### src/rtl/matrix_unit_csr_ctrl_pkg.sv
// Shared constants for the matrix unit CSR agent: register map, bit indices,
// launcher FSM states and the debug read patterns.
package matrix_unit_csr_pkg;

  localparam int unsigned CSR_ADDR_CTRL        = 0;
  localparam int unsigned CSR_ADDR_STATUS      = 1;
  localparam int unsigned CSR_ADDR_JOB_ADDR    = 2;
  localparam int unsigned CSR_ADDR_DONE_CNT    = 3;
  localparam int unsigned CSR_ADDR_IRQ         = 4;
  localparam int unsigned CSR_ADDR_LAST_CYCLES = 5;

  localparam int unsigned CTRL_PUSH     = 0;
  localparam int unsigned CTRL_CLR_DONE = 1;
  localparam int unsigned CTRL_FLUSH    = 2;

  localparam int unsigned STAT_READY     = 0;
  localparam int unsigned STAT_EMPTY     = 1;
  localparam int unsigned STAT_FULL      = 2;
  localparam int unsigned STAT_OVF       = 3;
  localparam int unsigned STAT_BUSY      = 4;
  localparam int unsigned STAT_COUNT_LSB = 8;

  localparam int unsigned IRQ_PENDING = 0;
  localparam int unsigned IRQ_ENABLE  = 1;

  localparam logic [31:0] CSR_DBG_UNMAPPED = 32'hAAAA_AAAA;
  localparam logic [31:0] CSR_DBG_NO_CS    = 32'hCCCC_CCCC;

  typedef enum logic [1:0] {
    ST_IDLE,
    ST_LAUNCH,
    ST_SETTLE,
    ST_RUN
  } mu_state_e;

endpackage

### src/rtl/matrix_unit_csr_ctrl_if.sv
// AVMM CSR agent bus between host and the matrix unit CSR controller.
interface matrix_unit_csr_ctrl_if #(
  parameter int unsigned csr_addr_w = 8,
  parameter int unsigned csr_data_w = 32
);
  logic [csr_addr_w-1:0] avmm_a_csr_address_i;
  logic                  avmm_a_csr_chipselect_i;
  logic                  avmm_a_csr_write_i;
  logic [csr_data_w-1:0] avmm_a_csr_writedata_i;
  logic [csr_data_w-1:0] avmm_a_csr_readdata_o;

  modport master (
    output avmm_a_csr_address_i, avmm_a_csr_chipselect_i, avmm_a_csr_write_i,
           avmm_a_csr_writedata_i,
    input  avmm_a_csr_readdata_o
  );

  modport slave (
    input  avmm_a_csr_address_i, avmm_a_csr_chipselect_i, avmm_a_csr_write_i,
           avmm_a_csr_writedata_i,
    output avmm_a_csr_readdata_o
  );
endinterface

### src/rtl/matrix_unit_csr_ctrl_mu_job_fifo.sv
// Circular job queue of IMEM start addresses; flush is applied before a
// same-cycle push, and a push into a full queue is dropped.
module mu_job_fifo #(
  parameter int unsigned depth = 4,
  parameter int unsigned width = 5
) (
  input  logic                       clk_i,
  input  logic                       rst_i,
  input  logic                       push,
  input  logic                       pop,
  input  logic                       flush,
  input  logic [width-1:0]           din,
  output logic [$clog2(depth):0]     count,
  output logic                       empty,
  output logic                       full,
  output logic [width-1:0]           head
);
  localparam int unsigned ptr_w = $clog2(depth);
  localparam int unsigned cnt_w = ptr_w + 1;

  logic [width-1:0] mem [depth];
  logic [ptr_w-1:0] rd_q, wr_q, wr_base;
  logic             push_ok, pop_ok;

  assign full    = (count == cnt_w'(depth));
  assign empty   = (count == '0);
  assign push_ok = push && (flush || !full);
  assign pop_ok  = pop && !empty && !flush;
  assign wr_base = flush ? '0 : wr_q;
  assign head    = mem[rd_q];

  always_ff @(posedge clk_i or posedge rst_i) begin
    if (rst_i) begin
      rd_q  <= '0;
      wr_q  <= '0;
      count <= '0;
    end else begin
      rd_q  <= flush ? '0 : rd_q + ptr_w'(pop_ok);
      wr_q  <= wr_base + ptr_w'(push_ok);
      count <= (flush ? '0 : count) + cnt_w'(push_ok) - cnt_w'(pop_ok);
    end
  end

  always_ff @(posedge clk_i) begin
    if (push_ok) mem[wr_base] <= din;
  end
endmodule

### src/rtl/matrix_unit_csr_ctrl.sv
// CSR agent and job launcher for the matrix unit. Define MU_CSR_PERF_EN to
// add the per-job cycle counter behind LAST_CYCLES.
module matrix_unit_csr_ctrl
  import matrix_unit_csr_pkg::*;
#(
  parameter int unsigned csr_addr_w  = 8,
  parameter int unsigned csr_data_w  = 32,
  parameter int unsigned imem_w_addr = 5,
  parameter int unsigned job_depth   = 4
) (
  input  logic                   clk_i,
  input  logic                   rst_i,
  matrix_unit_csr_ctrl_if.slave  csr,
  output logic                   mu_start_o,
  output logic [imem_w_addr-1:0] mu_job_addr_o,
  input  logic                   mu_ready_i,
  output logic                   irq_o
);
  localparam int unsigned cnt_w = $clog2(job_depth) + 1;

  mu_state_e             state_q, state_d;
  logic                  pop, job_done;
  logic                  wr_en, push, flush, clr_done;
  logic [csr_data_w-1:0] wdata, status, rd_mux;
  logic [imem_w_addr-1:0] job_addr_q, fifo_head;
  logic [cnt_w-1:0]      fifo_count;
  logic                  fifo_empty, fifo_full;
  logic [csr_data_w-1:0] done_cnt_q;
  logic                  irq_pend_q, irq_en_q, ovf_q;
  logic                  unused_wdata;

  assign wdata        = csr.avmm_a_csr_writedata_i;
  assign unused_wdata = ^wdata;
  assign wr_en        = csr.avmm_a_csr_chipselect_i && csr.avmm_a_csr_write_i;

  function automatic logic wr_hit(input logic en, input logic [csr_addr_w-1:0] a,
                                  input int unsigned reg_addr);
    return en && (a == csr_addr_w'(reg_addr));
  endfunction

  assign push     = wr_hit(wr_en, csr.avmm_a_csr_address_i, CSR_ADDR_CTRL) && wdata[CTRL_PUSH];
  assign flush    = wr_hit(wr_en, csr.avmm_a_csr_address_i, CSR_ADDR_CTRL) && wdata[CTRL_FLUSH];
  assign clr_done = wr_hit(wr_en, csr.avmm_a_csr_address_i, CSR_ADDR_CTRL) && wdata[CTRL_CLR_DONE];

  mu_job_fifo #(.depth(job_depth), .width(imem_w_addr)) u_fifo (
    .clk_i (clk_i),
    .rst_i (rst_i),
    .push  (push),
    .pop   (pop),
    .flush (flush),
    .din   (job_addr_q),
    .count (fifo_count),
    .empty (fifo_empty),
    .full  (fifo_full),
    .head  (fifo_head)
  );

  always_ff @(posedge clk_i or posedge rst_i) begin
    if (rst_i) state_q <= ST_IDLE;
    else       state_q <= state_d;
  end

  always_comb begin
    state_d    = state_q;
    pop        = 1'b0;
    job_done   = 1'b0;
    mu_start_o = 1'b0;
    unique case (state_q)
      ST_IDLE: if (!fifo_empty && mu_ready_i) begin
        pop     = 1'b1;
        state_d = ST_LAUNCH;
      end
      ST_LAUNCH: begin
        mu_start_o = 1'b1;
        state_d    = ST_SETTLE;
      end
      ST_SETTLE: state_d = ST_RUN;
      ST_RUN: if (mu_ready_i) begin
        job_done = 1'b1;
        state_d  = ST_IDLE;
      end
      default: state_d = ST_IDLE;
    endcase
  end

`ifdef MU_CSR_PERF_EN
  logic [csr_data_w-1:0] perf_cnt_q, perf_inc, last_cycles_q;
  // The completion cycle itself is counted, so LAST_CYCLES takes the incremented value.
  assign perf_inc = (&perf_cnt_q) ? perf_cnt_q : perf_cnt_q + csr_data_w'(1);

  always_ff @(posedge clk_i or posedge rst_i) begin
    if (rst_i) begin
      perf_cnt_q    <= '0;
      last_cycles_q <= '0;
    end else begin
      if (state_q == ST_LAUNCH) perf_cnt_q <= '0;
      else if (state_q == ST_SETTLE || state_q == ST_RUN) perf_cnt_q <= perf_inc;
      if (job_done) last_cycles_q <= perf_inc;
    end
  end
`endif

  always_comb begin
    status                              = '0;
    status[STAT_READY]                  = mu_ready_i;
    status[STAT_EMPTY]                  = fifo_empty;
    status[STAT_FULL]                   = fifo_full;
    status[STAT_OVF]                    = ovf_q;
    status[STAT_BUSY]                   = (state_q != ST_IDLE);
    status[STAT_COUNT_LSB +: 8]         = 8'(fifo_count);
  end

  always_comb begin
    rd_mux = CSR_DBG_UNMAPPED[csr_data_w-1:0];
    case (csr.avmm_a_csr_address_i)
      csr_addr_w'(CSR_ADDR_CTRL):     rd_mux = '0;
      csr_addr_w'(CSR_ADDR_STATUS):   rd_mux = status;
      csr_addr_w'(CSR_ADDR_JOB_ADDR): rd_mux = csr_data_w'(job_addr_q);
      csr_addr_w'(CSR_ADDR_DONE_CNT): rd_mux = done_cnt_q;
      csr_addr_w'(CSR_ADDR_IRQ):      rd_mux = csr_data_w'({irq_en_q, irq_pend_q});
`ifdef MU_CSR_PERF_EN
      csr_addr_w'(CSR_ADDR_LAST_CYCLES): rd_mux = last_cycles_q;
`endif
      default: ;
    endcase
  end

  always_ff @(posedge clk_i or posedge rst_i) begin
    if (rst_i) begin
      csr.avmm_a_csr_readdata_o <= '0;
      mu_job_addr_o             <= '0;
      job_addr_q                <= '0;
      done_cnt_q                <= '0;
      irq_pend_q                <= 1'b0;
      irq_en_q                  <= 1'b0;
      ovf_q                     <= 1'b0;
    end else begin
      if (!csr.avmm_a_csr_chipselect_i)
        csr.avmm_a_csr_readdata_o <= CSR_DBG_NO_CS[csr_data_w-1:0];
      else if (!csr.avmm_a_csr_write_i)
        csr.avmm_a_csr_readdata_o <= rd_mux;

      if (pop) mu_job_addr_o <= fifo_head;
      if (wr_hit(wr_en, csr.avmm_a_csr_address_i, CSR_ADDR_JOB_ADDR))
        job_addr_q <= wdata[imem_w_addr-1:0];

      // Completion beats both CLR_DONE and the pending-bit W1C.
      if (job_done)      done_cnt_q <= clr_done ? csr_data_w'(1) : done_cnt_q + csr_data_w'(1);
      else if (clr_done) done_cnt_q <= '0;

      if (job_done) irq_pend_q <= 1'b1;
      else if (wr_hit(wr_en, csr.avmm_a_csr_address_i, CSR_ADDR_IRQ) && wdata[IRQ_PENDING])
        irq_pend_q <= 1'b0;
      if (wr_hit(wr_en, csr.avmm_a_csr_address_i, CSR_ADDR_IRQ))
        irq_en_q <= wdata[IRQ_ENABLE];

      if (push && fifo_full && !flush) ovf_q <= 1'b1;
      else if (wr_hit(wr_en, csr.avmm_a_csr_address_i, CSR_ADDR_STATUS) && wdata[STAT_OVF])
        ovf_q <= 1'b0;
    end
  end

  assign irq_o = irq_pend_q && irq_en_q;
endmodule

### src/flat_wrapper.sv
// flat-port wrapper written by rule: the top's interface ports become plain ports
module matrix_unit_csr_ctrl_flat import matrix_unit_csr_pkg::*;
#(
  parameter int unsigned csr_addr_w  = 8,
  parameter int unsigned csr_data_w  = 32,
  parameter int unsigned imem_w_addr = 5,
  parameter int unsigned job_depth   = 4
)
  (clk_i, rst_i, mu_start_o, mu_job_addr_o, mu_ready_i, irq_o, csr_avmm_a_csr_address_i, csr_avmm_a_csr_chipselect_i, csr_avmm_a_csr_write_i, csr_avmm_a_csr_writedata_i, csr_avmm_a_csr_readdata_o);
  matrix_unit_csr_ctrl_if #(.csr_addr_w(csr_addr_w), .csr_data_w(csr_data_w)) csr_i ();
  input  logic clk_i;
  input  logic rst_i;
  output logic mu_start_o;
  output logic [imem_w_addr-1:0] mu_job_addr_o;
  input  logic mu_ready_i;
  output logic irq_o;
  input wire logic [$bits(csr_i.avmm_a_csr_address_i)-1:0] csr_avmm_a_csr_address_i;
  input wire logic [$bits(csr_i.avmm_a_csr_chipselect_i)-1:0] csr_avmm_a_csr_chipselect_i;
  input wire logic [$bits(csr_i.avmm_a_csr_write_i)-1:0] csr_avmm_a_csr_write_i;
  input wire logic [$bits(csr_i.avmm_a_csr_writedata_i)-1:0] csr_avmm_a_csr_writedata_i;
  output wire logic [$bits(csr_i.avmm_a_csr_readdata_o)-1:0] csr_avmm_a_csr_readdata_o;
  assign csr_i.avmm_a_csr_address_i = csr_avmm_a_csr_address_i;
  assign csr_i.avmm_a_csr_chipselect_i = csr_avmm_a_csr_chipselect_i;
  assign csr_i.avmm_a_csr_write_i = csr_avmm_a_csr_write_i;
  assign csr_i.avmm_a_csr_writedata_i = csr_avmm_a_csr_writedata_i;
  assign csr_avmm_a_csr_readdata_o = csr_i.avmm_a_csr_readdata_o;
  matrix_unit_csr_ctrl #(.csr_addr_w(csr_addr_w), .csr_data_w(csr_data_w), .imem_w_addr(imem_w_addr), .job_depth(job_depth)) u_core (.clk_i(clk_i), .rst_i(rst_i), .csr(csr_i), .mu_start_o(mu_start_o), .mu_job_addr_o(mu_job_addr_o), .mu_ready_i(mu_ready_i), .irq_o(irq_o));
endmodule
### config.mk
export PLATFORM = sky130hd
export DESIGN_NAME = matrix_unit_csr_ctrl_flat
export DESIGN_NICKNAME = d
export VERILOG_FILES = /design/src/rtl/matrix_unit_csr_ctrl_pkg.sv /design/src/rtl/matrix_unit_csr_ctrl_if.sv /design/src/rtl/matrix_unit_csr_ctrl_mu_job_fifo.sv /design/src/rtl/matrix_unit_csr_ctrl.sv /design/src/flat_wrapper.sv
export SDC_FILE = /design/constraint.sdc
export NUM_CORES = 1
export LEC_CHECK = 0
export CAP_MARGIN = 10
export CORE_MARGIN = 2
export CORE_UTILIZATION = 50
export DETAILED_ROUTE_END_ITERATION = 7
export GPL_TIMING_DRIVEN = 0
export MAX_ROUTING_LAYER = met4
export PLACE_DENSITY = 0.81
export SLEW_MARGIN = 20
export SYNTH_ARGS = -nofsm -noshare
export SYNTH_HDL_FRONTEND = slang
export SYNTH_HIERARCHICAL = 1
export SYNTH_SLANG_ARGS = --single-unit
### constraint.sdc
create_clock -name clk_i -period 2.8 [get_ports clk_i]
set_input_delay 0.56 -clock clk_i [delete_from_list [all_inputs] [get_ports clk_i]]
set_output_delay 0.56 -clock clk_i [all_outputs]
set_load 0.03 [all_outputs]
Word-level counts from Yosys, hierarchy flattened
Memories as Yosys holds them, arrays and structs flattened. A register that Yosys moved wholly into a read port is not among the register bits.
Index checks and enable logic that the tools add are counted.
Cells by class
  $add $sub $neg: 5
  equality and inequality tests: 11
  multiplexer cells: 23
  reductions and logical operators: 29
Operators with widths (count)
  32-bit two-way mux: 5
  32-bit one-hot mux with 5 select lines: 1
  32-bit by 1-bit adder with 32-bit output (second input constant): 1
  1-bit logical AND: 17
  8-bit by 2-bit equality test with 1-bit output (second input constant): 2
  1-bit two-way mux: 11
  8-bit by 1-bit equality test with 1-bit output (second input constant): 1
  8-bit by 3-bit equality test with 1-bit output (second input constant): 1
  8-bit logical NOT: 1
  2-bit two-way mux: 4
  2-bit one-hot mux with 4 select lines: 1
  2-bit nonzero test: 4
  2-bit by 1-bit adder with 2-bit output: 2
  2-bit equality test (second input constant): 2
  2-bit != test (second input constant): 2
  3-bit by 1-bit adder with 3-bit output: 1
  3-bit equality test (second input constant): 1
  1-bit logical NOT: 3
  3-bit logical NOT: 1
  3-bit two-way mux: 1
  3-bit by 1-bit subtractor with 3-bit output: 1
  2-bit by 1-bit equality test with 1-bit output (second input constant): 1
  2-bit logical NOT: 1
  2-bit by 1-bit != test with 1-bit output (second input constant): 1
  other kinds (2): 2
Storage, ports and cells
  bits in registers: 81
  memory bits (writable): 20
  input port bits: 45
  output and inout port bits: 39
  logic and storage cells: 79
  memories kept: 1
Memory list
  u_core.u_fifo.mem: words 4, bits a word 5, rd ports 1, clocked after Yosys merged registers in 1, wr ports 1, line matrix_unit_csr_ctrl_mu_job_fifo.sv:21  | logic [width-1:0] mem [depth];

Depth between registers and ports, before layout
Gate-level depths: netlist (run 1).
  depth in word-level cells: 9
  mapped depth: 11
  depth with buffers taken out: 10

Hierarchy
The synthesis (run 1) kept the hierarchy.
By module, submodules not included
  matrix_unit_csr_ctrl: instances 1, cells each 419, area an instance 4061.4 µm², seq. area each 1976.9 µm²
  mu_job_fifo: instances 1, cells each 64, area an instance 1137.3 µm², seq. area each 775.7 µm²

Least setup slack after synthesis (run 1)
Ideal clock, no wire load.
  path type: input -> register
  from: input csr_avmm_a_csr_address_i[1]
  to: register u_core.u_fifo.count[2]
  library setup time: 0.123 ns
  arrival time: 2.886 ns
  required time: 2.677 ns
  path slack: -0.209 ns
  cell stages on the path: 11
  path buffers: 2
  path through: buf_6 -> and4bb_2 -> nand4b_1 -> clkbuf_1 -> nor2_1 -> o41ai_4 -> ha_1 -> inv_1 -> ha_1 -> fa_1 -> xnor2_1
On the way
  cells in the longest elaborated chain, start to end: 7
  elaborated cells on any way between the ends: 11
  classes of those cells: 2 x add/sub; 1 x mux; 8 x reduce/logical
RTL lines
  from (decl): line flat_wrapper.sv:17  | input wire logic [$bits(csr_i.avmm_a_csr_address_i)-1:0] csr_avmm_a_csr_address_i;
  8-bit logical NOT *: line matrix_unit_csr_ctrl.sv:38  | return en && (a == csr_addr_w'(reg_addr));
  1-bit logical AND *: line matrix_unit_csr_ctrl.sv:38
  1-bit logical AND *: line matrix_unit_csr_ctrl.sv:42  | assign flush = wr_hit(wr_en, csr.avmm_a_csr_address_i, CSR_ADDR_CTRL) && wdata[CTRL_FLUSH];
  via u_core.flush: line matrix_unit_csr_ctrl.sv:23  | logic wr_en, push, flush, clr_done;
  1-bit logical OR: line matrix_unit_csr_ctrl_mu_job_fifo.sv:27  | assign push_ok = push && (flush || !full);
  1-bit logical AND: line matrix_unit_csr_ctrl_mu_job_fifo.sv:27
  3-bit by 1-bit adder with 3-bit output: line matrix_unit_csr_ctrl_mu_job_fifo.sv:40  | count <= (flush ? '0 : count) + cnt_w'(push_ok) - cnt_w'(pop_ok);
  3-bit by 1-bit subtractor with 3-bit output *: line matrix_unit_csr_ctrl_mu_job_fifo.sv:40
  to (signal assigned): line matrix_unit_csr_ctrl_mu_job_fifo.sv:40
  to (decl): line matrix_unit_csr_ctrl_mu_job_fifo.sv:13  | output logic [$clog2(depth):0] count,
Mark *: on every way through the listed nets, which the timed path passes. The rest lies on a longest branch.
A chain may end at the register's enable or synchronous reset.

Worst setup path after layout (run 1)
  from: register u_core.u_fifo.count[1]
  to: register u_core.u_fifo.count[2]
On the way
  cells in the longest elaborated chain, start to end: 8
  elaborated cells on any way between the ends: 14
  classes of those cells: 2 x add/sub; 1 x eq/ne; 3 x mux; 8 x reduce/logical
RTL lines
  3-bit logical NOT: line matrix_unit_csr_ctrl_mu_job_fifo.sv:26  | assign empty = (count == '0);
  via u_core.fifo_empty: line matrix_unit_csr_ctrl.sv:27  | logic fifo_empty, fifo_full;
  1-bit logical NOT: line matrix_unit_csr_ctrl.sv:69  | ST_IDLE: if (!fifo_empty && mu_ready_i) begin
  1-bit logical AND: line matrix_unit_csr_ctrl.sv:69
  1-bit two-way mux: line matrix_unit_csr_ctrl.sv:69
  1-bit two-way mux: line matrix_unit_csr_ctrl.sv:68  | unique case (state_q)
  via u_core.pop: line matrix_unit_csr_ctrl.sv:22  | logic pop, job_done;
  1-bit logical AND (2 in series): line matrix_unit_csr_ctrl_mu_job_fifo.sv:28  | assign pop_ok = pop && !empty && !flush;
  3-bit by 1-bit subtractor with 3-bit output: line matrix_unit_csr_ctrl_mu_job_fifo.sv:40
The timed path passes the listed nets, and every way through them passes these cells.

==> metrics.log, run 1 <==
[metrics] sum of overflow across all layers after global routing: 0
[metrics] maximum operating frequency: between 0.3 and 0.4 GHz
[metrics] slowest CP cell: sky130_fd_sc_hd__dfrtp_1
[metrics] Total Routed Length: around 13000 µm
[metrics] number of maximum-capacitance constraint violations: 0
[metrics] Clk pin slew, worst setup/hold paths: approximately 0.10 ns
[metrics] initial DRC count: ~400
[metrics] final estimated routing congestion in global placement: just under 0.9
[metrics] maximum number of pins on one net before global-route repair: 42
[metrics] post-detailed-route wirelength per cell: 18.3 µm
[metrics] switching part of the total power: 0.305
[metrics] Cell Int Power: roughly 2.7 mW
[metrics] biggest fanout along the worst timing path: 6
[metrics] Clock Tree Buf Depth: 2
[metrics] combinational share of power: 0.250
[metrics] count of final setup violators: 0
[metrics] distinct cell type count of the synthesized netlist: 57
[metrics] final clock skew: roughly 0.0076 ns
[metrics] min-delay worst type: in2async
[metrics] gate count after technology mapping: slightly below 500
[metrics] final antenna diode count: 0
[metrics] Non-Filler Cell Area, Final: ~0.0063 mm²
[metrics] Via density: roughly 6
[metrics] critical path capture point type: flop
[metrics] data arrival time of the critical path: approximately 3.0 ns
[metrics] Switch Pwr: around 1.2 mW
[metrics] Hold Fails Final Rpt: 0
[metrics] remaining routing DRC violations: 0
[metrics] final-layout worst hold slack: just under 0.5 ns
[metrics] area of the core: 0.0102 mm²
[metrics] die area: 0.0112 mm²
[metrics] top flip-flop cell by instance count after synthesis: sky130_fd_sc_hd__dfrtp_1
[metrics] P per Cell Area: a little over 600 mW/mm²
[metrics] number of iterations in the first detailed-routing pass: 5
[metrics] required time reported for the critical path endpoint: roughly 3.1 ns
[metrics] most common cell in the synthesized netlist: sky130_fd_sc_hd__dfrtp_1
[metrics] proportion of synthesized chip area in sequential cells: 0.529
[metrics] critical path type: reg2reg
[metrics] number of enable-type register cells in the synthesized netlist: 20
[metrics] initial cell density of the core: 0.508
[metrics] clock group share of total power: 0.273
[metrics] number of sinks on the clock net: approximately 110
[metrics] FFs w/ async S/R, synth: 0.811
[metrics] gr usage total: 0.247
[metrics] number of nets with antenna violations after routing: 0
[metrics] P_leak: 2.54 nW
[metrics] Final nets: 612
[metrics] count of synthesis-stage warnings from yosys: 6
[metrics] Post-CTS Hold Fix Bufs: 0
[metrics] post-synth top area cell: sky130_fd_sc_hd__dfrtp_1
[metrics] y dimension of the die: between 100 and 150 µm
[metrics] Seq cells post-synth: about 110
[metrics] insertion delay of the later-clocked pin in the worst-skew pair: around 0.38 ns
[metrics] fill cell instance count of the final layout: around 800
[metrics] top cell types by occurrence after synthesis: 86 x sky130_fd_sc_hd__dfrtp_1, 41 x sky130_fd_sc_hd__nand2_1, 36 x sky130_fd_sc_hd__nor2_1, 35 x sky130_fd_sc_hd__a21oi_1, 29 x sky130_fd_sc_hd__o21ai_0
[metrics] quantity of I/O buffers inserted on ports: 54
[metrics] number of top-level design ports: 84
[metrics] fin crit period: 2.73 ns
[metrics] share of the synthesized area in the top cell type: 0.414
[metrics] Least-Margin Pin Slew: between 0.7 and 0.8 ns
[metrics] netlist area before placement: approximately 0.0052 mm²
[metrics] CTS H-tree lvls: 3
[metrics] Syn Nets: roughly 540
[metrics] worst slew slack as a fraction of its limit: 0.497
[metrics] Area contributors post-synth: sky130_fd_sc_hd__dfrtp_1 41%, sky130_fd_sc_hd__edfxtp_1 12%, sky130_fd_sc_hd__a21oi_1 3.4%
[metrics] fraction of layout instances using a drive strength above 1: 0.132
[metrics] mean instance size in the synthesized netlist: 10.8 µm²
[metrics] number of buffers created by CTS: 9
[metrics] critical path's largest stage delay: 0.50 ns
[metrics] count of final max-slew check failures: 0
[metrics] number of antenna violations at the first check in global routing: 0
[metrics] final critical-path share of the clock period: 0.976
[metrics] worst IR drop on VDD: between 0.3 and 0.4 mV
[metrics] result of the run: finished clean
[metrics] Overall Power: 3.87 mW
[metrics] wire length of the first global-routing pass: ~21000 µm
[metrics] Cell Area, Placed: 0.00594 mm²
[metrics] part of the power in registers: 0.477
[metrics] width of the chip: roughly 110 µm
[metrics] total via count in the routed design: about 4200
[metrics] vias in the first global route: 4084
[metrics] floorplan row count: 37
[metrics] Worst Path Buf+Inv: 2
[metrics] CTS tree: done
[metrics] Top Family by Delay on Critical Path: simple AND/OR/NAND/NOR gates
[metrics] Clk Tree Root Cell: sky130_fd_sc_hd__clkbuf_8
[metrics] growth of design area from synthesis to finish: 20.9%
[metrics] cell-by-cell trace of the critical path: nor3_2 -> nor2b_1 -> nand2_1 -> inv_1 -> nor3b_2 -> ha_1 -> inv_1 -> ha_1 -> fa_2 -> xnor2_2
[metrics] Worst Setup Start Kind: flop
[metrics] HPWL reported at the end of detailed placement: just over 9000 µm
-- routing by layer --
layer / GRT usage / vias to the layer above / share of wire / wire (µm)
met2: 0.395 / 167 / 0.49 / 6250
met5: - / - / 0 / 0
met4: 0.0921 / 0 / 0.021 / 272
li1: - / 1895 / - / -
met1: 0.328 / 2065 / 0.42 / 5400
met3: 0.0270 / 30 / 0.069 / 881
-- state kept, by name, indices dropped and copies added (netlist names) --
| name | flops |
|---|---|
| u_core/u_fifo/rd_q | 2 |
| u_core/irq_pend_q | 1 |
| u_core/mu_job_addr_o | 5 |
| u_core/state_q | 2 |
| u_core/irq_en_q | 1 |
| u_core/u_fifo/mem | 20 |
| u_core/u_fifo/count | 3 |
| u_core/u_fifo/wr_q | 2 |
| u_core/done_cnt_q | 32 |
| u_core/ovf_q | 1 |
| u_core/csr.avmm_a_csr_readdata_o | 32 |
| u_core/job_addr_q | 5 |
-- layout by cell type (no fill, tap or decap), drive strengths merged, types with 3 or more instances in the layout --
cell type      netlist  layout
edfxtp              20      20
buf                  6      15
mux4                 5       5
dfrtp               86      86
and3                 3       3
and2                 5       5
and4                 6       6
a21boi               7       7
nand4               13      13
mux2                14      14
inv                 18      19
or4                 13      13
nor2b                4       4
nor3b                3       3
dlygate4sd2          0       6
xnor2                7       7
ha                   9       9
a21oi               35      35
o31ai               12      12
nand3               19      19
clkbuf              23      34
o21ai               29      29
clkdlybuf4s50        0      46
nor2                36      36
nand2b               3       3
xor2                 8       8
o21bai               5       5
nand2               41      41
nor3                 7       7
mux2i               10      10
nor4                 6       6
o211ai               5       5
or3                  3       3
-- through the flow --
stage	utilization	cells	TNS (ns)	worst slack (ns)
after detailed placement	0.581	674	-24.82	-0.984
final	0.614	698	0	0.0665
after floorplan	-	483	-0.0346	-0.0346
after global placement	0.578	673	-108.57	-1.08
after CTS	0.611	696	-0.00173	-0.00173
after global routing	0.614	698	-0.0575	-0.0420
-- cells by family (layout without fill, tap and decap cells) --
| kind of cell | after synthesis | after routing | synth area share |
|---|---|---|---|
| xor+xnor | 15 | 15 | 0.0253 |
| buf+inv | 47 | 126 | 0.0400 |
| compound gates | 103 | 103 | 0.123 |
| simple gates | 173 | 173 | 0.186 |
| fa+ha+maj | 10 | 10 | 0.0255 |
| mux | 29 | 29 | 0.0712 |
| flops | 106 | 106 | 0.529 |
-- power by group through the flow --
stage               clock [mW]  combinational (mW)  sequential, mW
finish                    1.06               0.966            1.85
global route              1.13                1.06            1.87
CTS                       1.07               0.939            1.84
detailed placement           0               0.934            1.87
global placement             0               0.888            1.87
floorplan                    0               0.540            1.95
-- final cells by class --
class,count,area (µm²),area share
tap,136,170,0.0271
clock buffer,10,138,0.0219
buffer,29,160,0.0255
multi-input combinational,330,2290,0.365
inverter,18,70.1,0.0111
sequential,106,2750,0.438
timing repair buffer,63,611,0.0972
clock inverter,6,88.8,0.0141
-- repair_timing --
action,4_1_cts,5_1_grt
setup endpoints to repair,25,7
pin swaps,7,3
resized for setup,17,7
setup buffers,6,2
gates cloned,0,0
-- worst paths after layout --
kind                                    startpoint                              endpoint  slack (ns)  cells after the start
max                         u_core/u_fifo/count[1]                u_core/u_fifo/count[2]        0.07                     10
min                                          rst_i                u_core/u_fifo/count[1]        0.49                      2
max reg2reg                 u_core/u_fifo/count[1]                u_core/u_fifo/count[2]        0.07                     10
min reg2reg                u_core/mu_job_addr_o[1]               u_core/mu_job_addr_o[1]        0.51                      1
max in group asynchronous                    rst_i  u_core/csr.avmm_a_csr_readdata_o[11]        1.61                      3
min in group clk_i          csr_avmm_a_csr_write_i  u_core/csr.avmm_a_csr_readdata_o[10]        0.50                      2
(Power assumes the default switching activity.)
==> inputs of run 2 (changes only) <==
--- a/config.mk
+++ b/config.mk
@@ -5,13 +5,13 @@
 export SDC_FILE = /design/constraint.sdc
 export NUM_CORES = 1
 export LEC_CHECK = 0
-export CAP_MARGIN = 10
+export CAP_MARGIN = 40
 export CORE_MARGIN = 2
-export CORE_UTILIZATION = 50
+export CORE_UTILIZATION = 49
 export DETAILED_ROUTE_END_ITERATION = 7
 export GPL_TIMING_DRIVEN = 0
 export MAX_ROUTING_LAYER = met4
-export PLACE_DENSITY = 0.81
+export PLACE_DENSITY = 0.83
 export SLEW_MARGIN = 20
 export SYNTH_ARGS = -nofsm -noshare
 export SYNTH_HDL_FRONTEND = slang
==> constraint.sdc (replaced) <==
create_clock -name clk_i -period 2.5 [get_ports clk_i]
set_input_delay 0.5 -clock clk_i [delete_from_list [all_inputs] [get_ports clk_i]]
set_output_delay 0.5 -clock clk_i [all_outputs]
set_load 0.03 [all_outputs]
==> metrics.log, run 2 (synthesis gave the netlist of run 1 again) <==
[metrics] result of the run: finished clean
[metrics] critical path capture point type: flop
[metrics] number of top-level design ports: 84 (unchanged)
[metrics] y dimension of the die: 107 µm (+0.98%)
[metrics] worst IR drop on VDD: 0.400 mV (+16%)
[metrics] Hold Fails Final Rpt: 0 (unchanged)
[metrics] reg-to-reg endpoint: u_core/u_fifo/count[2]
[metrics] Via density: 5.97 (+0.18%)
[metrics] min-delay worst type: in2async
[metrics] fin crit period: approximately 2.5 ns
[metrics] number of buffers created by CTS: 9 (unchanged)
[metrics] Least-Margin Pin Slew: 0.603 ns (-0.149 ns)
[metrics] number of antenna violations at the first check in global routing: 0 (unchanged)
[metrics] required time reported for the critical path endpoint: 2.78 ns (-0.29 ns)
[metrics] Top Family by Delay on Critical Path: adder cells
[metrics] number of maximum-capacitance constraint violations: 0 (unchanged)
[metrics] number of nets with antenna violations after routing: 0 (unchanged)
[metrics] Clk Tree Root Cell: sky130_fd_sc_hd__clkbuf_8
[metrics] Worst Setup Start Kind: input pin
[metrics] number of iterations in the first detailed-routing pass: 5 (unchanged)
[metrics] remaining routing DRC violations: 0 (unchanged)
[metrics] leading cell type in the layout, fill and taps excluded: sky130_fd_sc_hd__dfrtp_1
[metrics] final-layout worst hold slack: 0.425 ns (-0.0691 ns)
[metrics] Clock Tree Buf Depth: 2 (unchanged)
[metrics] final critical-path share of the clock period: 0.999
[metrics] commonest non-fill, non-tap cells in the layout: 86 x sky130_fd_sc_hd__dfrtp_1, 45 x sky130_fd_sc_hd__clkdlybuf4s50_1, 40 x sky130_fd_sc_hd__nand2_1, 35 x sky130_fd_sc_hd__nor2_1, 35 x sky130_fd_sc_hd__a21oi_1
[metrics] maximum number of pins on one net before global-route repair: 33 (-21%)
[metrics] insertion delay of the later-clocked pin in the worst-skew pair: 0.38 ns (about the same)
[metrics] Worst Path Buf+Inv: 4 (+2)
[metrics] count of final setup violators: 0 (unchanged)
[metrics] width of the chip: 107 µm (+0.98%)
[metrics] die area: 0.0115 mm² (+2.0%)
[metrics] Cell Int Power: 3.13 mW (+16%)
[metrics] slowest CP cell: sky130_fd_sc_hd__fa_2
[metrics] number of sinks on the clock net: 106 (unchanged)
[metrics] Switch Pwr: 1.37 mW (+16%)
[metrics] final clock skew: 0.0104 ns (+0.00279 ns)
[metrics] total via count in the routed design: 4230 (+1.8%)
[metrics] part of the power in registers: 0.463 (-0.014)
[metrics] HPWL reported at the end of detailed placement: 9320 µm (+1.4%)
[metrics] worst flop-to-flop path startpoint: u_core/u_fifo/count[0]
[metrics] Final nets: 623 (+1.8%)
[metrics] growth of design area from synthesis to finish: 23.5%
[metrics] Post-CTS Hold Fix Bufs: 0 (unchanged)
[metrics] P per Cell Area: 701 mW/mm² (+14%)
[metrics] gr usage total: 0.246 (-0.000897)
[metrics] fraction of layout instances using a drive strength above 1: 0.161 (+0.0289)
[metrics] Worst Reg-to-Reg Cells: 10 (unchanged)
[metrics] wire length of the first global-routing pass: 21000 µm (+0.13%)
[metrics] Total Routed Length: 13300 µm (+3.9%)
[metrics] floorplan row count: 37 (unchanged)
[metrics] critical path type: in2reg
[metrics] Regs by FF count: u_core/csr.avmm_a_csr_readdata_o x32, u_core/done_cnt_q x32, u_core/u_fifo/mem x20
[metrics] CTS H-tree lvls: 3 (unchanged)
[metrics] maximum operating frequency: 0.400 GHz
[metrics] fill cell instance count of the final layout: 764 (-6.1%)
[metrics] Clk pin slew, worst setup/hold paths: 0.10 ns (about the same)
[metrics] biggest fanout along the worst timing path: 10 (+4)
[metrics] initial DRC count: 485 (+20%)
[metrics] count of final max-slew check failures: 0 (unchanged)
[metrics] P_leak: 2.60 nW (+2.3%)
[metrics] combinational share of power: 0.257 (+0.007)
[metrics] switching part of the total power: 0.305 (about the same)
[metrics] post-detailed-route wirelength per cell: 18.7 µm (+2.3%)
[metrics] cell-by-cell trace of the critical path: dlygate4sd2_1 -> clkbuf_8 -> nand4b_1 -> buf_8 -> nor2_4 -> o41ai_4 -> ha_1 -> inv_1 -> ha_2 -> fa_2 -> xnor2_2
[metrics] final estimated routing congestion in global placement: 0.859 (-3.8%)
[metrics] share of the core filled with cells: 0.622 (+0.00746)
[metrics] register-to-register path setup slack: 0.01 ns (-0.06 ns)
[metrics] final antenna diode count: 0 (unchanged)
[metrics] sum of overflow across all layers after global routing: 0 (unchanged)
[metrics] initial cell density of the core: 0.504 (-0.00456)
[metrics] CTS tree: done
[metrics] critical path's largest stage delay: 0.39 ns (-0.11 ns)
[metrics] area of the core: 0.0103 mm² (+0.91%)
[metrics] clock group share of total power: 0.280 (+0.007)
[metrics] data arrival time of the critical path: 2.78 ns (-0.22 ns)
[metrics] quantity of I/O buffers inserted on ports: 54 (unchanged)
[metrics] vias in the first global route: 4153 (+1.7%)
[metrics] worst slew slack as a fraction of its limit: 0.596 (+0.0993)
[run 2: how the worst max path moves through the flow]
stage / start / depth (start not counted) / end / slack, ns
3_5_place_dp: csr_avmm_a_csr_address_i[3] / 7 / u_core/u_fifo/mem[0][3] / -1.08
2_1_floorplan: csr_avmm_a_csr_address_i[3] / 9 / u_core/u_fifo/count[2] / -0.24
4_1_cts: csr_avmm_a_csr_address_i[5] / 9 / u_core/u_fifo/count[1] / 0.005
3_3_place_gp: csr_avmm_a_csr_address_i[3] / 7 / u_core/u_fifo/mem[0][4] / -1.09
5_1_grt: u_core/u_fifo/count[0] / 10 / u_core/u_fifo/count[2] / -0.07
6_report: csr_avmm_a_csr_address_i[2] / 11 / u_core/u_fifo/count[2] / 0.003
[run 2: per-layer routing]
layer / vias up / global-route usage / share of wire
li1: 1927 / - / -
met1: 2067 / 0.320 / 0.42
met2: 194 / 0.387 / 0.48
met3: 42 / 0.0389 / 0.069
met4: 0 / 0.100 / 0.028
met5: - / - / 0
[run 2: layout make-up]
type,count,area [µm²],share of cell area
tap,136,170,0.0265
sequential,106,2750,0.429
inverter,18,71.3,0.0111
buffer,29,161,0.0251
clock buffer,10,128,0.0199
clock inverter,6,114,0.0177
timing repair buffer,74,691,0.108
multi-input combinational,330,2330,0.363
[run 2: what timing repair did]
item	in CTS	in global routing
cloned	0	0
setup endpoints to repair	46	17
setup buffers	10	8
pin swaps	9	12
resized for setup	28	16
hold endpoints to repair	0	0
[run 2: through the flow]
stage	setup WS (ns)	instances	cell area [µm²]	total power [mW]	TNS, ns
2_1_floorplan	-0.240	483	5220	2.79	-0.496
3_3_place_gp	-1.09	673	5930	3.08	-36.08
3_5_place_dp	-1.08	675	5970	3.15	-36.38
4_1_cts	0.00543	701	6350	4.41	0
5_1_grt	-0.0733	709	6420	4.67	-0.123
6_report	0.00271	709	6420	4.50	0
[run 2: power groups by stage]
stage	logic [mW]	registers, mW	clock network, mW
2_1_floorplan	0.607	2.18	0
3_3_place_gp	0.991	2.09	0
3_5_place_dp	1.04	2.10	0
4_1_cts	1.06	2.07	1.27
5_1_grt	1.23	2.10	1.34
6_report	1.15	2.08	1.26
==> inputs of run 3 (changes only) <==
--- a/config.mk
+++ b/config.mk
@@ -7,13 +7,12 @@
 export LEC_CHECK = 0
 export CAP_MARGIN = 40
 export CORE_MARGIN = 2
-export CORE_UTILIZATION = 49
+export CORE_UTILIZATION = 48
 export DETAILED_ROUTE_END_ITERATION = 7
 export GPL_TIMING_DRIVEN = 0
 export MAX_ROUTING_LAYER = met4
-export PLACE_DENSITY = 0.83
+export PLACE_DENSITY = 0.82
 export SLEW_MARGIN = 20
 export SYNTH_ARGS = -nofsm -noshare
 export SYNTH_HDL_FRONTEND = slang
-export SYNTH_HIERARCHICAL = 1
 export SYNTH_SLANG_ARGS = --single-unit
==> metrics.log, run 3 <==
[metrics] reg-to-reg endpoint: u_core.done_cnt_q[27]
[metrics] worst slew slack as a fraction of its limit: 0.386 (-0.210)
[metrics] most common cell in the synthesized netlist: sky130_fd_sc_hd__dfrtp_1
[metrics] result of the run: finished clean
[metrics] Switch Pwr: 1.33 mW (-3.5%)
[metrics] proportion of synthesized chip area in sequential cells: 0.545 (+0.0159)
[metrics] commonest non-fill, non-tap cells in the layout: 86 x sky130_fd_sc_hd__dfrtp_1, 46 x sky130_fd_sc_hd__nand2_1, 46 x sky130_fd_sc_hd__clkdlybuf4s50_1, 39 x sky130_fd_sc_hd__a21oi_1, 23 x sky130_fd_sc_hd__o21ai_0
[metrics] slowest CP cell: sky130_fd_sc_hd__or4_4
[metrics] share of the core filled with cells: 0.601 (-0.0206)
[metrics] leading cell type in the layout, fill and taps excluded: sky130_fd_sc_hd__dfrtp_1
[metrics] mean instance size in the synthesized netlist: 10.9 µm² (+1.5%)
[metrics] number of iterations in the first detailed-routing pass: 4 (-1)
[metrics] fraction of layout instances using a drive strength above 1: 0.143 (-0.0180)
[metrics] remaining routing DRC violations: 0 (unchanged)
[metrics] post-synth top area cell: sky130_fd_sc_hd__dfrtp_1
[metrics] cell-by-cell trace of the critical path: clkbuf_2 -> or4_4 -> nor4b_4 -> buf_4 -> and2_4 -> nor2_4 -> ha_4 -> inv_2 -> ha_4 -> fa_2 -> xnor2_1
[metrics] worst flop-to-flop path startpoint: u_core.state_q[1]
[metrics] count of final setup violators: 0 (unchanged)
[metrics] die area: 0.0114 mm² (-0.86%)
[metrics] Area contributors post-synth: sky130_fd_sc_hd__dfrtp_1 43%, sky130_fd_sc_hd__edfxtp_1 12%, sky130_fd_sc_hd__a21oi_1 3.9%
[metrics] count of synthesis-stage warnings from yosys: 0 (-6)
[metrics] final critical-path share of the clock period: 0.989 (-0.0102)
[metrics] insertion delay of the later-clocked pin in the worst-skew pair: 0.37 ns (about the same)
[metrics] total via count in the routed design: 4058 (-4.1%)
[metrics] CTS H-tree lvls: 3 (unchanged)
[metrics] RSZ-0062 raised after global routing: yes
[metrics] Syn Nets: 518 (-3.7%)
[metrics] post-route non-filler standard cell count: 683 (-3.7%)
[metrics] data arrival time of the critical path: 2.74 ns (-0.04 ns)
[metrics] Multi-input gate area: 0.00227 mm² (-2.8%)
[metrics] start point of the worst hold path: u_core.csr.avmm_a_csr_readdata_o[3]
[metrics] number of sinks on the clock net: 106 (unchanged)
[metrics] combinational share of power: 0.254 (-0.003)
[metrics] Worst Path Buf+Inv: 3 (-1)
[metrics] biggest fanout along the worst timing path: 6 (-4)
[metrics] Clk pin slew, worst setup/hold paths: 0.10 ns (about the same)
[metrics] FFs w/ async S/R, synth: 0.811 (unchanged)
[metrics] Overall Power: 4.31 mW (-4.2%)
[metrics] distinct cell type count of the synthesized netlist: 51 (-11%)
[metrics] setup TNS: 0 ns (unchanged)
[metrics] part of the power in registers: 0.483 (+0.020)
[metrics] initial DRC count: 167 (-66%)
[metrics] top flip-flop cell by instance count after synthesis: sky130_fd_sc_hd__dfrtp_1
[metrics] wire length of the first global-routing pass: 20800 µm (-0.72%)
[metrics] P_leak: 2.41 nW (-7.2%)
[metrics] maximum operating frequency: 0.405 GHz (+1.0%)
[metrics] critical path's largest stage delay: 0.55 ns (+0.16 ns)
[metrics] number of enable-type register cells in the synthesized netlist: 20 (unchanged)
[metrics] netlist area before placement: 0.00505 mm² (-2.9%)
[metrics] Via density: 5.94 (-0.41%)
[metrics] Seq cells post-synth: 106 (unchanged)
[metrics] growth of design area from synthesis to finish: 22.4%
[metrics] post-detailed-route wirelength per cell: 18.5 µm (-1.1%)
[metrics] switching part of the total power: 0.308 (+0.00245)
[metrics] Total Routed Length: 12700 µm (-4.7%)
[metrics] Post-CTS Hold Fix Bufs: 0 (unchanged)
[metrics] fin crit period: 2.47 ns (-0.0255 ns)
[metrics] Least-Margin Pin Slew: 0.913 ns (+0.310 ns)
[metrics] final estimated routing congestion in global placement: 0.914 (+6.4%)
[metrics] Worst Setup Start Kind: input pin
[metrics] quantity of I/O buffers inserted on ports: 54 (unchanged)
[metrics] worst IR drop on VDD: 0.465 mV (+16%)
[metrics] register-to-register path setup slack: 0.05 ns (+0.04 ns)
[metrics] gr usage total: 0.242 (-0.00348)
[metrics] share of the synthesized area in the top cell type: 0.426 (+0.0124)
[metrics] min-delay worst type: reg2reg
[metrics] number of maximum-capacitance constraint violations: 0 (unchanged)
[metrics] critical path type: in2reg
[metrics] Cell Count Post-Placement: 659 (-2.4%)
[metrics] count of final max-slew check failures: 0 (unchanged)
[metrics] required time reported for the critical path endpoint: 2.76 ns (-0.02 ns)
[metrics] Final nets: 598 (-4.0%)
[metrics] Cell Int Power: 2.98 mW (-4.6%)
[metrics] Top Family by Delay on Critical Path: simple AND/OR/NAND/NOR gates
[metrics] final clock skew: 0.00541 ns (-0.00496 ns)
[metrics] sum of overflow across all layers after global routing: 0 (unchanged)
[metrics] number of antenna violations at the first check in global routing: 0 (unchanged)
[metrics] number of top-level design ports: 84 (unchanged)
[metrics] P per Cell Area: 697 mW/mm² (-0.52%)
[metrics] floorplan row count: 37 (unchanged)
[metrics] Non-Filler Cell Area, Final: 0.00618 mm² (-3.7%)
[metrics] Clk Tree Root Cell: sky130_fd_sc_hd__clkbuf_8
[metrics] Clock Tree Buf Depth: 2 (unchanged)
[metrics] top cell types by occurrence after synthesis: 86 x sky130_fd_sc_hd__dfrtp_1, 48 x sky130_fd_sc_hd__nand2_1, 39 x sky130_fd_sc_hd__a21oi_1, 23 x sky130_fd_sc_hd__o21ai_0, 22 x sky130_fd_sc_hd__nor2_1
[metrics] clock group share of total power: 0.263 (-0.017)
[metrics] vias in the first global route: 4170 (+0.41%)
[metrics] gate count after technology mapping: 462 (-4.3%)
[metrics] depth of the worst hold-timing path: 1
[metrics] HPWL reported at the end of detailed placement: 9290 µm (-0.38%)
[metrics] maximum number of pins on one net before global-route repair: 34 (+3.0%)
[metrics] number of buffers created by CTS: 9 (unchanged)
[metrics] final antenna diode count: 0 (unchanged)
[metrics] initial cell density of the core: 0.491 (-0.0125)
[metrics] Sequential Area: 0.00275 mm² (unchanged)
[metrics] Hold Fails Final Rpt: 0 (unchanged)
[metrics] fill cell instance count of the final layout: 875 (+15%)
[metrics] Cell Area, Placed: 0.00586 mm² (-1.8%)
[metrics] y dimension of the die: 107 µm (-0.43%)
[metrics] capture endpoint of the worst hold path: u_core.csr.avmm_a_csr_readdata_o[3]
[metrics] width of the chip: 107 µm (-0.43%)
[metrics] Worst Reg-to-Reg Cells: 6 (-4)
[metrics] critical path capture point type: flop
[metrics] area of the core: 0.0103 mm² (-0.45%)
[metrics] Regs by FF count: u_core.csr.avmm_a_csr_readdata_o x32, u_core.done_cnt_q x32, u_core.u_fifo.mem x20
[metrics] Most common cell on crit path: sky130_fd_sc_hd__ha_4
[metrics] CTS tree: done
[metrics] number of nets with antenna violations after routing: 0 (unchanged)
## run 3: changes by cell type after synthesis, moves of 5 or more
cell	before	now
sky130_fd_sc_hd__inv_1	18	12
sky130_fd_sc_hd__or4_1	12	17
sky130_fd_sc_hd__clkbuf_1	21	16
sky130_fd_sc_hd__mux2i_1	10	2
sky130_fd_sc_hd__a21boi_0	7	2
sky130_fd_sc_hd__a22o_1	0	5
sky130_fd_sc_hd__nor2_1	36	22
sky130_fd_sc_hd__or3_1	3	10
sky130_fd_sc_hd__o21ai_0	29	23
sky130_fd_sc_hd__nand2_1	41	48
## run 3: worst reg2reg max path: stages (launching register included)
cell and delay [ns]:
sky130_fd_sc_hd__dfrtp_1 0.42, sky130_fd_sc_hd__ha_2 0.24, sky130_fd_sc_hd__nand2_1 0.15, sky130_fd_sc_hd__or4_1 0.56
sky130_fd_sc_hd__clkbuf_1 0.21, sky130_fd_sc_hd__or4b_1 0.61, sky130_fd_sc_hd__mux2i_1 0.15
## run 3: metrics by stage
step           hold WS, ns  setup slack [ns]
6_report             0.495            0.0282
5_1_grt              0.528           -0.0265
4_1_cts              0.500          0.000962
3_5_place_dp         0.479            -0.972
3_3_place_gp         0.479             -1.09
2_1_floorplan        0.456            -0.347
## run 3: logic make-up after synthesis
| kind of cell | after synthesis | share of synthesized area |
|---|---|---|
| simple gates | 172 | 0.190 |
| flops | 106 | 0.545 |
| compound gates | 102 | 0.124 |
| buf+inv | 34 | 0.0263 |
| mux | 23 | 0.0620 |
| xor+xnor | 14 | 0.0243 |
| fa+ha+maj | 11 | 0.0288 |
## run 3: cell type report
class | count | share of cell area
plain buffers | 21 | 0.0138
clock buffers | 11 | 0.0213
clock inverters | 5 | 0.0128
inverters | 12 | 0.00790
multi-input cells | 322 | 0.367
flip-flops and latches | 106 | 0.446
well taps | 136 | 0.0275
repair buffers | 70 | 0.104
## run 3: power groups by stage
stage,logic [mW],registers (mW),clock network (mW)
2_1_floorplan,0.605,2.18,0
3_3_place_gp,0.981,2.09,0
3_5_place_dp,1.05,2.10,0
4_1_cts,1.07,2.07,1.15
5_1_grt,1.20,2.10,1.22
6_report,1.09,2.08,1.13
## run 3: repair_timing
| action | in CTS | in global routing |
|---|---|---|
| resized for setup | 16 | 16 |
| endpoints found under the setup margin | 43 | 14 |
| pin swaps | 8 | 6 |
| setup buffers | 8 | 1 |
## run 3: worst max-delay path by stage
stage                                startpoint                      end  depth (start not counted)
global placement    csr_avmm_a_csr_address_i[0]  u_core.u_fifo.mem[1][3]                          5
detailed placement  csr_avmm_a_csr_address_i[5]   u_core.u_fifo.count[2]                         11
global route        csr_avmm_a_csr_address_i[7]   u_core.u_fifo.count[2]                         11
CTS                 csr_avmm_a_csr_address_i[6]   u_core.u_fifo.count[2]                         11
finish              csr_avmm_a_csr_address_i[7]   u_core.u_fifo.count[2]                         11
floorplan           csr_avmm_a_csr_address_i[5]   u_core.u_fifo.count[2]                         10
## run 3: layer usage
layer,vias to the layer above,wire [µm],GRT usage
li1,1874,-,-
met1,2019,5080,0.286
met2,133,6600,0.416
met3,32,528,0.0343
met4,0,458,0.105
met5,-,0,-
==> RTL change 1, RTL diff (config.mk and constraints of run 1) <==
The option `MU_CSR_PERF_EN` is turned on by a define.
--- a/src/rtl/matrix_unit_csr_ctrl.sv
+++ b/src/rtl/matrix_unit_csr_ctrl.sv
@@ -2,2 +2,4 @@
 // add the per-job cycle counter behind LAST_CYCLES.
+`define MU_CSR_PERF_EN
+
 module matrix_unit_csr_ctrl
Formal check against the unedited RTL: not equivalent (Yosys sat finds a counterexample within 4 cycles, from zero or initial values and one cycle with rst_i high).
==> RTL change 1 against run 1 <==
- final area grew 67%
- area after synthesis rose by 70%
- worst hold slack worse by 0.057 ns
- critical path type is now primary input to flip-flop
- sequential share of layout area is 2.3 points lower
- count of clock-buffer cells in the layout increased by 7
- sequential cell count rose by 64
- worst setup slack gained 0.076 ns
- power increased by 93%
- register-to-register slack better by 0.13 ns
- maximum frequency is 2.9% higher
- routed wire length increased by 92%
- synthesized cell count increased by 86%
==> RTL change 1: results (changes against run 1) <==
Outcome
  • Status: finished clean (unchanged)

Worst setup path
  • Crit path max-delay family: buffers and inverters (was simple AND/OR/NAND/NOR gates)
  • FF-to-FF Start: u_core/state_q[0]$_DFFE_PP0P_ (was u_core/u_fifo/count[1]$_DFF_PP0_)
  • CP max stage delay: 0.56 ns (was 0.50 ns)
  • Worst setup endpoint: u_core/irq_pend_q$_DFFE_PP0P_ (was u_core/u_fifo/count[2]$_DFF_PP0_)
  • Reg2reg end: u_core/perf_cnt_q[7]$_DFFE_PP0N_ (was u_core/u_fifo/count[2]$_DFF_PP0_)
  • Slowest CP cell: clkbuf_1 (was dfrtp_1)
  • Flop-to-flop setup slack: 0.20 ns (was 0.07 ns)

Timing
  • Min setup slack post-route: 0.142 ns (was 0.0665 ns)
  • Hold WS: 0.437 ns (was 0.494 ns)

CTS
  • CTS root buf: clkbuf_16 (was clkbuf_8)
  • Post_cts resized: 7 (was 17)
  • Worst-path clk slew: 0.07 ns (was 0.10 ns)

Power
  • VDD IR-drop max: 0.467 mV (was 0.344 mV)
  • Lkg Pwr: 4.35 nW (was 2.54 nW)
  • Sequential power share: 0.413 (was 0.477)

Synthesis
  • Syn nets: 956 (was 538)
  • Mean Syn Cell Area: 9.80 sq um (was 10.8 sq um)
  • Post-synth cell types: 66 (was 57)

Global routing
  • Vias in the first global route: 7309 (was 4084)
  • GR Layer Usage met1: 0.363 (was 0.328)
  • Met2 GRT Util: 0.457 (was 0.395)

Finish
  • Final non-clock buffer share: 0.0900 (was 0.123)
  • Clock-cell share: 0.0576 (was 0.0360)
  • Inverters: 29 (was 18)
  • Clock buffer count: 17 (was 10)
  • Register Area: 4350 sq um (was 2750 sq um)
  • Filler cells: 1410 (was 814)
  • Comb_multi_in: 638 (was 330)

Placed design
  • GP Congestion: 1.01 (was 0.893)

Routing
  • Total wire length: 24500 um (was 12800 um)
  • Met2 WL post-DR: 12100 um (was 6250 um)
-- RTL change 1: cell types whose count changed after synthesis, sizes merged, moves of 20 or more --
cell / delta
nor2: +43
xnor2: +30
clkbuf: +22
o21ai: +25
dfrtp: +64
nand2: +60
a22oi: +20
-- RTL change 1: logic make-up (layout without fill, tap and decap cells) --
group                    after synthesis  in the layout  share of synthesized area
AO/OA/AOI/OAI                        203            203                      0.163
XOR/XNOR                              44             44                     0.0437
adder cells (fa/ha/maj)               11             11                     0.0165
flip-flops                           170            170                      0.494
buffers and inverters                 92            188                     0.0420
multiplexers                          26             26                     0.0380
AND/OR/NAND/NOR                      354            354                      0.203
-- RTL change 1: through the flow --
step           power, W  area [sq um]
2_1_floorplan   0.00434          8850
3_3_place_gp    0.00495          9660
3_5_place_dp    0.00503          9750
4_1_cts         0.00745         10400
5_1_grt         0.00783         10500
6_report        0.00745         10500
==> RTL change 2, RTL diff (flow settings as in run 1) <==
Without the edit above. Encoding of `mu_state_e`: now one-hot (4 bits for 4 states).
--- a/src/rtl/matrix_unit_csr_ctrl_pkg.sv
+++ b/src/rtl/matrix_unit_csr_ctrl_pkg.sv
@@ -28,7 +28,7 @@
 
-  typedef enum logic [1:0] {
-    ST_IDLE,
-    ST_LAUNCH,
-    ST_SETTLE,
-    ST_RUN
+  typedef enum logic [3:0] {
+    ST_IDLE   = 4'b0001,
+    ST_LAUNCH = 4'b0010,
+    ST_SETTLE = 4'b0100,
+    ST_RUN    = 4'b1000
   } mu_state_e;
Check against the original RTL: same outputs for any inputs over 4 cycles, from zero or initial values and one cycle with rst_i high; so few cycles prove little.
==> RTL change 2 against run 1 <==
- power shrank 1.9%
- global-route usage grew 0.93 points
- routed wire length grew 6.6%
- area after synthesis grew 2.2%
- sequential share of layout area shrank 0.080 points
- final area grew 2.1%
- sequential cell count grew 2
- register-to-register slack gained 0.05 ns
- first-iteration DRC count shrank 4.0%
- worst setup slack gained 0.0014 ns
- critical path type is now primary input to flip-flop
- critical endpoint is now u_core/csr.avmm_a_csr_readdata_o[20]$_DFFE_PP0P_
- largest cell class unchanged
- largest power group unchanged
==> RTL change 2: results (changes against run 1) <==
Power
  • Clock network power: 0.00101 W (was 0.00106 W)
  • Comb group: 0.000962 W (was 0.000966 W)
  • Lkg Pwr: 2.51 nW (was 2.54 nW)

Global routing
  • GR Layer Usage met3: 0.0535 (was 0.0270)
  • Pin count of the biggest net entering global routing: 50 (was 42)
  • GR Layer Usage met1: 0.354 (was 0.328)
  • First-pass GRT wire length: 21900 um (was 21000 um)
  • Vias in the first global route: 4157 (was 4084)
  • Met2 GRT Util: 0.372 (was 0.395)
  • Gr usage total: 0.256 (was 0.247)

Synthesis
  • Post-synthesis sequential area ratio: 0.528 (was 0.529)
  • Syn nets: 547 (was 538)
  • Largest cells by area after synthesis: dfrtp_1 41%, edfxtp_1 11%, nand2_1 4.0% (was dfrtp_1 41%, edfxtp_1 12%, a21oi_1 3.4%)
  • Top cells by count, synth: 87 x dfrtp_1, 56 x nand2_1, 30 x a21oi_1, 24 x nand3_1 (was 86 x dfrtp_1, 41 x nand2_1, 36 x nor2_1, 35 x a21oi_1, 29 x o21ai_0)
  • Post-synth cell types: 61 (was 57)
  • Ys async rst share: 0.815 (was 0.811)

Placed design
  • GP Congestion: 0.936 (was 0.893)
  • Post-DP HPWL: 9420 um (was 9190 um)
  • Input/output buffers: 52 (was 54)

Routing
  • DR WL met3: 1100 um (was 881 um)
  • Initial drt markers: 389 (was 405)
  • Routed via count: 4313 (was 4157)
  • M1 wire length: 5840 um (was 5400 um)
  • Total wire length: 13600 um (was 12800 um)
  • DRT Pass-1 Iters: 4 (was 5)

Finish
  • Share of cells above drive strength 1: 0.157 (was 0.132)
  • Top flop regs: u_core/csr.avmm_a_csr_readdata_o (32), u_core/done_cnt_q (32), u_core/u_fifo/mem (20) (unchanged)
  • NumNets Final: 621 (was 612)
  • Filler cells: 795 (was 814)

Timing
  • Hold WS: 0.495 ns (was 0.494 ns)

Worst setup path
  • Worst EP arrival: 3.03 ns (was 3.00 ns)
  • Flop-to-flop setup slack: 0.12 ns (was 0.07 ns)
  • Worst R2R Path Depth: 9 (was 10)
  • Reg2reg end: u_core/u_fifo/count[1]$_DFF_PP0_ (was u_core/u_fifo/count[2]$_DFF_PP0_)
  • Max Fanout on Critical Path: 10 (was 6)

Outcome
  • Status: finished clean (unchanged)
## RTL change 2: cell count changes in the layout (fill, tap and decap cells not counted), sizes merged, moves of 5 or more
cell / run 1 / this run
nand2: 41 / 56
a21oi: 35 / 30
o21bai: 5 / 0
nor4: 6 / 15
nor3: 7 / 14
inv: 19 / 24
xnor2: 7 / 12
nand2b: 3 / 9
o211ai: 5 / 0
xor2: 8 / 2
nor2: 36 / 23
o21ai: 29 / 13
buf: 15 / 21
nand3: 19 / 24
## RTL change 2: critical path, cell delays in order
cell           delay, ns
dlygate4sd2_1       0.26
or4_4               0.59
nor4_2              0.67
clkbuf_1            0.57
nand3_1             0.18
a21boi_0            0.19
## RTL change 2: repair_timing
item                                    CTS  global route
endpoints found under the setup margin   28            27
pin swaps                                 6             1
buffers inserted                          9             1
resized for setup                        22             8
## RTL change 2: worst max path at each step
stage / end / slack (ns) / cells past startpoint
after floorplan: u_core/u_fifo/count[2]$_DFF_PP0_ / -0.05 / 10
after global placement: u_core/csr.avmm_a_csr_readdata_o[20]$_DFFE_PP0P_ / -1.18 / 2
after detailed placement: u_core/u_fifo/count[2]$_DFF_PP0_ / -1.06 / 12
after CTS: u_core/u_fifo/count[1]$_DFF_PP0_ / 0.01 / 9
after global routing: u_core/u_fifo/count[2]$_DFF_PP0_ / -0.03 / 10
final: u_core/csr.avmm_a_csr_readdata_o[20]$_DFFE_PP0P_ / 0.07 / 6
## RTL change 2: metrics by stage
step,cells,cell area (sq um),setup slack (ns),utilization,total power (W)
2_1_floorplan,496,5330,-0.0522,-,0.00247
3_3_place_gp,684,6020,-1.18,0.583,0.00271
3_5_place_dp,685,6050,-1.06,0.586,0.00278
4_1_cts,710,6390,0.0107,0.619,0.00379
5_1_grt,711,6410,-0.0303,0.621,0.00397
6_report,711,6410,0.0680,0.621,0.00380
## RTL change 2: area by class of cell
| type | count | area [sq um] | share of cell area |
|---|---|---|---|
| flip-flops and latches | 108 | 2800 | 0.437 |
| multi-input cells | 333 | 2340 | 0.365 |
| repair buffers | 63 | 631 | 0.0983 |
| plain buffers | 34 | 184 | 0.0287 |
| well taps | 136 | 170 | 0.0265 |
| clock buffers | 9 | 124 | 0.0193 |
| clock inverters | 7 | 81.3 | 0.0127 |
| inverters | 21 | 81.3 | 0.0127 |
## RTL change 2: cells by family (layout without fill, tap and decap cells)
| group | Yosys count | after routing | synth area share |
|---|---|---|---|
| AOI/OAI and AO/OA | 83 | 83 | 0.105 |
| muxes | 30 | 30 | 0.0723 |
| and+or+nand+nor | 200 | 200 | 0.211 |
| xor gates and xnor gates | 14 | 14 | 0.0231 |
| DFF | 108 | 108 | 0.528 |
| buffers and inverters | 55 | 134 | 0.0450 |
| adders and majority gates | 6 | 6 | 0.0155 |
